## config.mk

```make
export PLATFORM = sky130hd
export DESIGN_NAME = med_feeder
export DESIGN_NICKNAME = d
export VERILOG_FILES = /design/src/rtl/med_feeder.sv
export SDC_FILE = /design/constraint.sdc
export NUM_CORES = 1
export LEC_CHECK = 0
export BUFFER_PORTS_ARGS = -buffer_cell sky130_fd_sc_hd__buf_2
export CAP_MARGIN = 20
export CORE_ASPECT_RATIO = 1.4
export CORE_UTILIZATION = 54
export CTS_CLUSTER_DIAMETER = 50
export CTS_CLUSTER_SIZE = 40
export DETAILED_ROUTE_END_ITERATION = 7
export PLACE_DENSITY_LB_ADDON = 0.3
export SYNTH_ARGS = -nofsm -noshare
export SYNTH_HDL_FRONTEND = slang
export SYNTH_SLANG_ARGS = --single-unit
```

## constraint.sdc

```tcl
create_clock -name CLK -period 2.87 [get_ports CLK]
set_input_delay 0.574 -clock CLK [delete_from_list [all_inputs] [get_ports CLK]]
set_output_delay 0.574 -clock CLK [all_outputs]
set_load 0.005 [all_outputs]
```

## src/rtl/med_feeder.sv

```systemverilog
// ---------------------------------------------------------------------------
// med_feeder
//
// Collects a window of N pixels from an upstream valid/ready stream,
// replays the window to a streaming median engine (DI/DSI), waits a bounded
// time for the engine's result strobe (DO/DSO), and presents the captured
// median downstream on a valid/ready handshake.
//
// Ports
//   CLK        in   clock, rising edge active
//   nRST       in   asynchronous active-low reset
//   PIX_IN     in   upstream pixel
//   PIX_VALID  in   PIX_IN is valid
//   PIX_READY  out  pixel accepted this cycle (only while filling)
//   MED_DI     out  pixel presented to the median engine
//   MED_DSI    out  median engine data strobe
//   MED_DO     in   median engine result
//   MED_DSO    in   median engine result strobe (1-cycle pulse)
//   RES        out  captured median
//   RES_VALID  out  RES is valid
//   RES_READY  in   downstream accepts RES
//   ERR        out  sticky "engine never answered" flag
//   BUSY       out  high whenever the block is not filling
// ---------------------------------------------------------------------------
module med_feeder #(
  parameter int WIDTH   = 8,
  parameter int N       = 9,
  parameter int TIMEOUT = 63
) (
  input  logic             CLK,
  input  logic             nRST,
  input  logic [WIDTH-1:0] PIX_IN,
  input  logic             PIX_VALID,
  output logic             PIX_READY,
  output logic [WIDTH-1:0] MED_DI,
  output logic             MED_DSI,
  input  logic [WIDTH-1:0] MED_DO,
  input  logic             MED_DSO,
  output logic [WIDTH-1:0] RES,
  output logic             RES_VALID,
  input  logic             RES_READY,
  output logic             ERR,
  output logic             BUSY
);

  localparam int CW = $clog2(N) + 1;
  localparam int IW = (N > 1) ? $clog2(N) : 1;
  localparam int TW = $clog2(TIMEOUT + 1);

  localparam logic [CW-1:0] CNT_LAST  = CW'(N - 1);
  localparam logic [CW-1:0] CNT_ONE   = CW'(1);
  localparam logic [TW-1:0] TIMER_MAX = TW'(TIMEOUT);
  localparam logic [TW-1:0] TIMER_ONE = TW'(1);

  typedef enum logic [1:0] {
    FILL = 2'd0,
    SEND = 2'd1,
    WAIT = 2'd2,
    HOLD = 2'd3
  } state_t;

  state_t           state_q;
  logic [CW-1:0]    cnt_q;
  logic [TW-1:0]    timer_q;
  logic [WIDTH-1:0] buf_q [N];
  logic             pixReady_q;
  logic             busy_q;
  logic             medDsi_q;
  logic [WIDTH-1:0] medDi_q;
  logic [WIDTH-1:0] res_q;
  logic             resValid_q;
  logic             err_q;

  logic             pixFire;
  logic [CW-1:0]    cntNext;
  logic [WIDTH-1:0] firstPix;

  assign pixFire = PIX_VALID & pixReady_q;
  assign cntNext = cnt_q + CNT_ONE;

  // With a one-pixel window the first pixel to send is the one arriving
  // right now, since buf[0] is only written on this same edge.
  assign firstPix = (N == 1) ? PIX_IN : buf_q[0];

  // Window storage carries no reset: a stale window is never replayed
  // because cnt always restarts at 0 before filling.
  always_ff @(posedge CLK) begin
    if (pixFire) begin
      buf_q[cnt_q[IW-1:0]] <= PIX_IN;
    end
  end

  // Main controller. All handshake outputs are registered here so they
  // change only on clock edges (or immediately on reset), and MED_DI is
  // preloaded one step ahead of cnt so it always shows buf[cnt].
  always_ff @(posedge CLK or negedge nRST) begin
    if (!nRST) begin
      state_q    <= FILL;
      cnt_q      <= '0;
      timer_q    <= '0;
      pixReady_q <= 1'b1;
      busy_q     <= 1'b0;
      medDsi_q   <= 1'b0;
      medDi_q    <= '0;
      res_q      <= '0;
      resValid_q <= 1'b0;
      err_q      <= 1'b0;
    end else begin
      case (state_q)
        FILL: begin
          if (pixFire) begin
            if (cnt_q == CNT_LAST) begin
              state_q    <= SEND;
              cnt_q      <= '0;
              pixReady_q <= 1'b0;
              busy_q     <= 1'b1;
              medDsi_q   <= 1'b1;
              medDi_q    <= firstPix;
            end else begin
              cnt_q <= cntNext;
            end
          end
        end

        SEND: begin
          if (cnt_q == CNT_LAST) begin
            state_q  <= WAIT;
            cnt_q    <= '0;
            timer_q  <= '0;
            medDsi_q <= 1'b0;
            medDi_q  <= '0;
          end else begin
            cnt_q   <= cntNext;
            medDi_q <= buf_q[cntNext[IW-1:0]];
          end
        end

        // A result strobe is checked before the timeout so that a DSO on
        // the very last permitted cycle is still captured.
        WAIT: begin
          if (MED_DSO) begin
            state_q    <= HOLD;
            res_q      <= MED_DO;
            resValid_q <= 1'b1;
            timer_q    <= '0;
          end else if (timer_q == TIMER_MAX) begin
            state_q    <= FILL;
            err_q      <= 1'b1;
            cnt_q      <= '0;
            timer_q    <= '0;
            pixReady_q <= 1'b1;
            busy_q     <= 1'b0;
          end else begin
            timer_q <= timer_q + TIMER_ONE;
          end
        end

        HOLD: begin
          if (RES_READY) begin
            state_q    <= FILL;
            cnt_q      <= '0;
            resValid_q <= 1'b0;
            pixReady_q <= 1'b1;
            busy_q     <= 1'b0;
          end
        end

        default: begin
          state_q    <= FILL;
          cnt_q      <= '0;
          pixReady_q <= 1'b1;
          busy_q     <= 1'b0;
          medDsi_q   <= 1'b0;
          medDi_q    <= '0;
        end
      endcase
    end
  end

  assign PIX_READY = pixReady_q;
  assign BUSY      = busy_q;
  assign MED_DSI   = medDsi_q;
  assign MED_DI    = medDi_q;
  assign RES       = res_q;
  assign RES_VALID = resValid_q;
  assign ERR       = err_q;

endmodule

```

# Word-level counts from Yosys, hierarchy flattened
# Memories as Yosys holds them, arrays and structs flattened.
# Cells that the tools add are included.
# totals
reg_bits	34
mem_bits_rw	72
in_bits	21
out_inout_bits	21
mem_count	1
# classes
add_sub_neg	2
n_eq_ne	13
mux	38
n_bitwise	2
n_reduce_logical	14
# memory_table
memory	words	width	rd	rd_clocked_by_memory_dff	wr	line_no	source
buf_q	9	8	2	0	1	65	logic [WIDTH-1:0] buf_q [N];
# op_table
op	n
5-bit 2-to-1 mux	5
8-bit 2-to-1 mux	3
5-bit one-hot mux with 4 select lines	1
6-bit 2-to-1 mux	3
8-bit one-hot mux with 2 select lines	1
2-bit != test, second input constant	7
1-bit 2-to-1 mux	13
2-bit 2-to-1 mux	6
6-bit one-hot mux with 2 select lines	1
3-bit AND reduction	3
2-bit one-hot mux with 4 select lines	1
4-bit AND reduction	2
6-bit by 1-bit adder with 6-bit output, second input constant	1
6-bit equality test, second input constant	1
1-bit one-hot mux with 3 select lines	2
6-bit AND reduction	1
2-bit nonzero test	3
5-bit by 1-bit adder with 5-bit output, second input constant	1
5-bit by 4-bit equality test with 1-bit output, second input constant	1
5-bit AND reduction	1
2-bit equality test, second input constant	2
1-bit one-hot mux with 2 select lines	2
2-bit AND reduction	2
3-bit != test, second input constant	1
other kinds (5)	5

# Logic depth before layout (Yosys ltp)
# logic_depth
word_depth	4
ltp_mapped	9
depth_no_buf	7

# Least setup slack after synthesis
# No wires, ideal clock.
# synth_timing
kind	register to register
start	register cnt_q[0]
end	register medDi_q[1] (netlist: MED_DI[1])
setup_time_ns	0.123
t_arrival_ns	2.029
required_ns	2.747
setup_slack_ns	0.718
path_stages_with_launch	9
path_cell_list	dfrtp_1 buf_4 inv_1 ha_1 nand3b_4 or4_1 a211o_1 a41o_1 o221a_2
# synth_between
elab_chain_cells	4
word_cells_on_any_way	7
cone_classes	add/sub: 1; eq/ne: 2; mux: 2; reduce/logical: 1; memory: 1
# synth_lines
element	line_no	source
start, declared	63	logic [CW-1:0] cnt_q;
start signal, assigned	120	cnt_q <= cntNext;
start signal, assigned	133	cnt_q <= cntNext;
5-bit by 1-bit adder with 5-bit output	79	assign cntNext = cnt_q + CNT_ONE;
memory read 9 x 8 bit	-	
8-bit 2-to-1 mux	126	if (cnt_q == CNT_LAST) begin
8-bit one-hot mux with 2 select lines	109	case (state_q)
end signal, assigned	118	medDi_q <= firstPix;
end signal, assigned	134	medDi_q <= buf_q[cntNext[IW-1:0]];
end, declared	69	logic [WIDTH-1:0] medDi_q;
# Several ways; a longest one is shown, not always the timed one.
# A chain may end at the register's enable or synchronous reset.

# Final worst setup path
# layout_timing
start	register cnt_q[0]
end	register medDi_q[0] (netlist: MED_DI[0])
# The elaborated chain is that of the path after synthesis.

==> impl_metrics.py <==
metrics = {
    "logic_synthesis": {
        "synth_seq_cells": 106,
        "syn_area_sq_um": 4550,
        "async_flop_share": 0.321,
        "yosysWarningCount": 0,
        "ys_seq_area_frac": 0.662,
        "yosys.area.top_type": "edfxtp_1",
        "synth_cells": 363,
        "yosys-top-cells-area": "edfxtp_1 (48%), dfrtp_1 (18%), nand2_1 (5.9%)",
        "synth_edf_count": 72,
        "yosysTopAreaCellShare": 0.475,
        "synth_nets": 389,
        "avgSynthCellArea_sq_um": 12.5,
        "yosys_most_used_dff": "edfxtp_1",
        "synth_cell_type_count": 50,
    },
    "sta": {
        "max_slew_margin": 0.323,
        "fin_setup_tns_ns": 0,
        "period_share": 0.897,
        "fin_ws_ns": 0.295,
        "setup_viol": 0,
        "finClkSkew_ns": 0.00720,
        "hold_violations": 0,
        "period_needed_ns": 2.57,
        "drv_slew": 0,
        "tightestPinTransition_ns": 1.01,
        "max_freq_ghz": 0.388,
        "rsz0062_at_grt": "false",
    },
    "setup_path": {
        "rr_startpoint": "cnt_q[0]",
        "crit_start": "cnt_q[0]",
        "end_kind": "flop",
        "required_ns": 3.13,
        "r2r_cells": 8,
        "worst-path-stages": 8,
        "path_buf_inv": 2,
        "crit_family": "compound AO/OA/AOI/OAI gates",
        "r2r_slack_ns": 0.30,
        "critical_path.endpoint": "MED_DI[0]",
        "worst_path_max_delay_cell": "a21oi_1",
        "worstSetupStartpointType": "flop",
        "slowest_delay_ns": 0.66,
        "cp_max_fo": 10,
        "worst-setup-path-type": "flop to flop",
        "crit_chain": "buf_4 -> inv_1 -> ha_1 -> and4bb_2 -> nand3_1 -> a21oi_1 -> o22ai_1 -> a31oi_1",
        "arrival_ns": 2.83,
        "r2r-end": "MED_DI[0]",
    },
    "routing": {
        "drt-pass1-iter-count": 4,
        "drtIter0Drc": 196,
        "final_antenna_net_count": 0,
        "drc": 0,
        "routedWlPerCell_microns": 18.7,
        "routed_wl_microns": 9510,
        "vias": 3033,
        "via_per_inst": 5.96,
    },
    "clocking": {
        "hold_buffers": 0,
        "h-tree-depth": 3,
        "cts_tree": "yes",
        "cts_num_sinks": 106,
        "insertion_delay_ns": 0.34,
        "cts_setup_buffers": 0,
        "clockBufferDepth": 2,
        "cts_resized": 0,
        "clockRootBuffer": "clkbuf_16",
        "clkTransAtPathRegs_ns": 0.07,
        "cts_buffers": 9,
    },
    "floorplanning": {
        "die_y_microns": 111,
        "initial_core_util": 0.558,
        "rows": 39,
        "die_w_microns": 79.6,
        "ios": 42,
        "coreArea_sq_um": 8150,
        "die_area_sq_um": 8800,
    },
    "final_layout": {
        "nets": 428,
        "area_growth_pct": 13.3,
        "drive_above_1_share": 0.209,
        "final_cell_mix": "nand2_1 (72), edfxtp_1 (72), buf_2 (41)",
        "instances_no_fill": 509,
        "stdcell_area_sq_um": 5160,
        "antennaDiodeCount": 0,
    },
    "power": {
        "swShare": 0.357,
        "power_frac_seq": 0.404,
        "power.internal_mw": 3.54,
        "pwr_density_cell_nw_per_um2": 1070,
        "power_mw": 5.51,
        "leakagePower_nw": 1.98,
        "pwr-share-clk": 0.235,
        "switching_power_mw": 1.97,
        "p_comb_frac": 0.361,
        "ir_drop_mv": 0.560,
    },
    "global_route": {
        "grt_pass1_wl_microns": 15200,
        "grt_pass1_vias": 2953,
        "grt_max_degree": 35,
        "grt_usage": 0.233,
        "gr-total-overflow": 0,
        "antenna_found_initial": 0,
    },
    "placed_design": {
        "dp_hpwl_microns": 6760,
        "place.gp.congestion": 0.895,
        "port_buffers": 41,
        "dpl-instance-area_sq_um": 4840,
        "dp.cells": 493,
        "place_ws_ns": 0.351,
    },
    "job": {
        "drv_cap": 0,
    },
    "status": {
        "status": "finished, final reports clean",
    },
    "hold_path": {
        "hold_path.class": "input pin to async pin",
    },
}
[sequential cells by signal, summed over array words and instances (netlist names), 2 cells and up]
register and flops:
state_q 2, cnt_q 5, MED_DI 8, RES 8
timer_q 6, buf_q 72
[per-layer routing]
metal | vias to the layer above | GRT usage | wire length, microns
met5 | - | 0 | 0
met4 | 0 | 0.107 | 212
met3 | 15 | 0.0421 | 462
met2 | 102 | 0.394 | 5000
met1 | 1501 | 0.286 | 3840
li1 | 1415 | - | -
[how the worst min path moves through the flow]
| stage | to | slack, ns | cells after the start |
|---|---|---|---|
| 2_1_floorplan | BUSY | 0.28 | 0 |
| 3_3_place_gp | ERR | 0.46 | 1 |
| 3_5_place_dp | ERR | 0.48 | 1 |
| 4_1_cts | cnt_q[0] | 0.32 | 1 |
| 5_1_grt | timer_q[1] | 0.37 | 1 |
| 6_report | cnt_q[0] | 0.31 | 1 |
[layout make-up]
| cell class | instances | area [sq um] |
|---|---|---|
| timing repair buffer | 46 | 243 |
| clock inverter | 7 | 92.6 |
| sequential | 106 | 3010 |
| multi-input combinational | 235 | 1440 |
| inverter | 4 | 15.0 |
| fill | 589 | 2990 |
| tap | 102 | 128 |
| clock buffer | 9 | 225 |
[power by group through the flow]
stage	combinational (mW)	clock (mW)	sequential [mW]
2_1_floorplan	1.48	0	2.13
3_3_place_gp	1.91	0	2.22
3_5_place_dp	1.97	0	2.24
4_1_cts	1.99	1.31	2.22
5_1_grt	2.21	1.37	2.26
6_report	1.99	1.29	2.22
[stage by stage]
stage / hold WS (ns) / util
after floorplan: 0.278 / -
after global placement: 0.455 / 0.594
after detailed placement: 0.484 / 0.594
after CTS: 0.323 / 0.633
after global routing: 0.366 / 0.633
final: 0.309 / 0.633
[worst register-to-register path, cell delays in order, from the launching register on]
cell	delay, ns
dfrtp_1	0.38
buf_4	0.17
inv_1	0.13
ha_1	0.26
and4bb_2	0.40
nand3_1	0.16
a21oi_1	0.66
o22ai_1	0.16
a31oi_1	0.17
[synthesized netlist by cell type, types with 3 or more instances]
master / number
a22o_1: 4
a41o_1: 6
nand2_1: 72
and2_1: 8
ha_1: 5
inv_1: 4
dfrtp_1: 33
buf_4: 3
o221a_2: 6
nor2_1: 16
a21oi_1: 12
mux2_2: 9
o21ai_0: 22
clkbuf_1: 12
edfxtp_1: 72
a2bb2oi_1: 5
nand3_1: 32
[logic make-up (layout without fill, tap and decap cells)]
| logic type | after synthesis | in the layout | synth area share |
|---|---|---|---|
| multiplexers | 13 | 13 | 0.0366 |
| AND/OR/NAND/NOR | 145 | 145 | 0.150 |
| AO/OA/AOI/OAI | 68 | 68 | 0.105 |
| flip-flops | 106 | 106 | 0.662 |
| adder cells (fa/ha/maj) | 5 | 5 | 0.0137 |
| buffers and inverters | 22 | 66 | 0.0228 |
| XOR/XNOR | 4 | 4 | 0.00935 |
(Power assumes the default switching activity.)
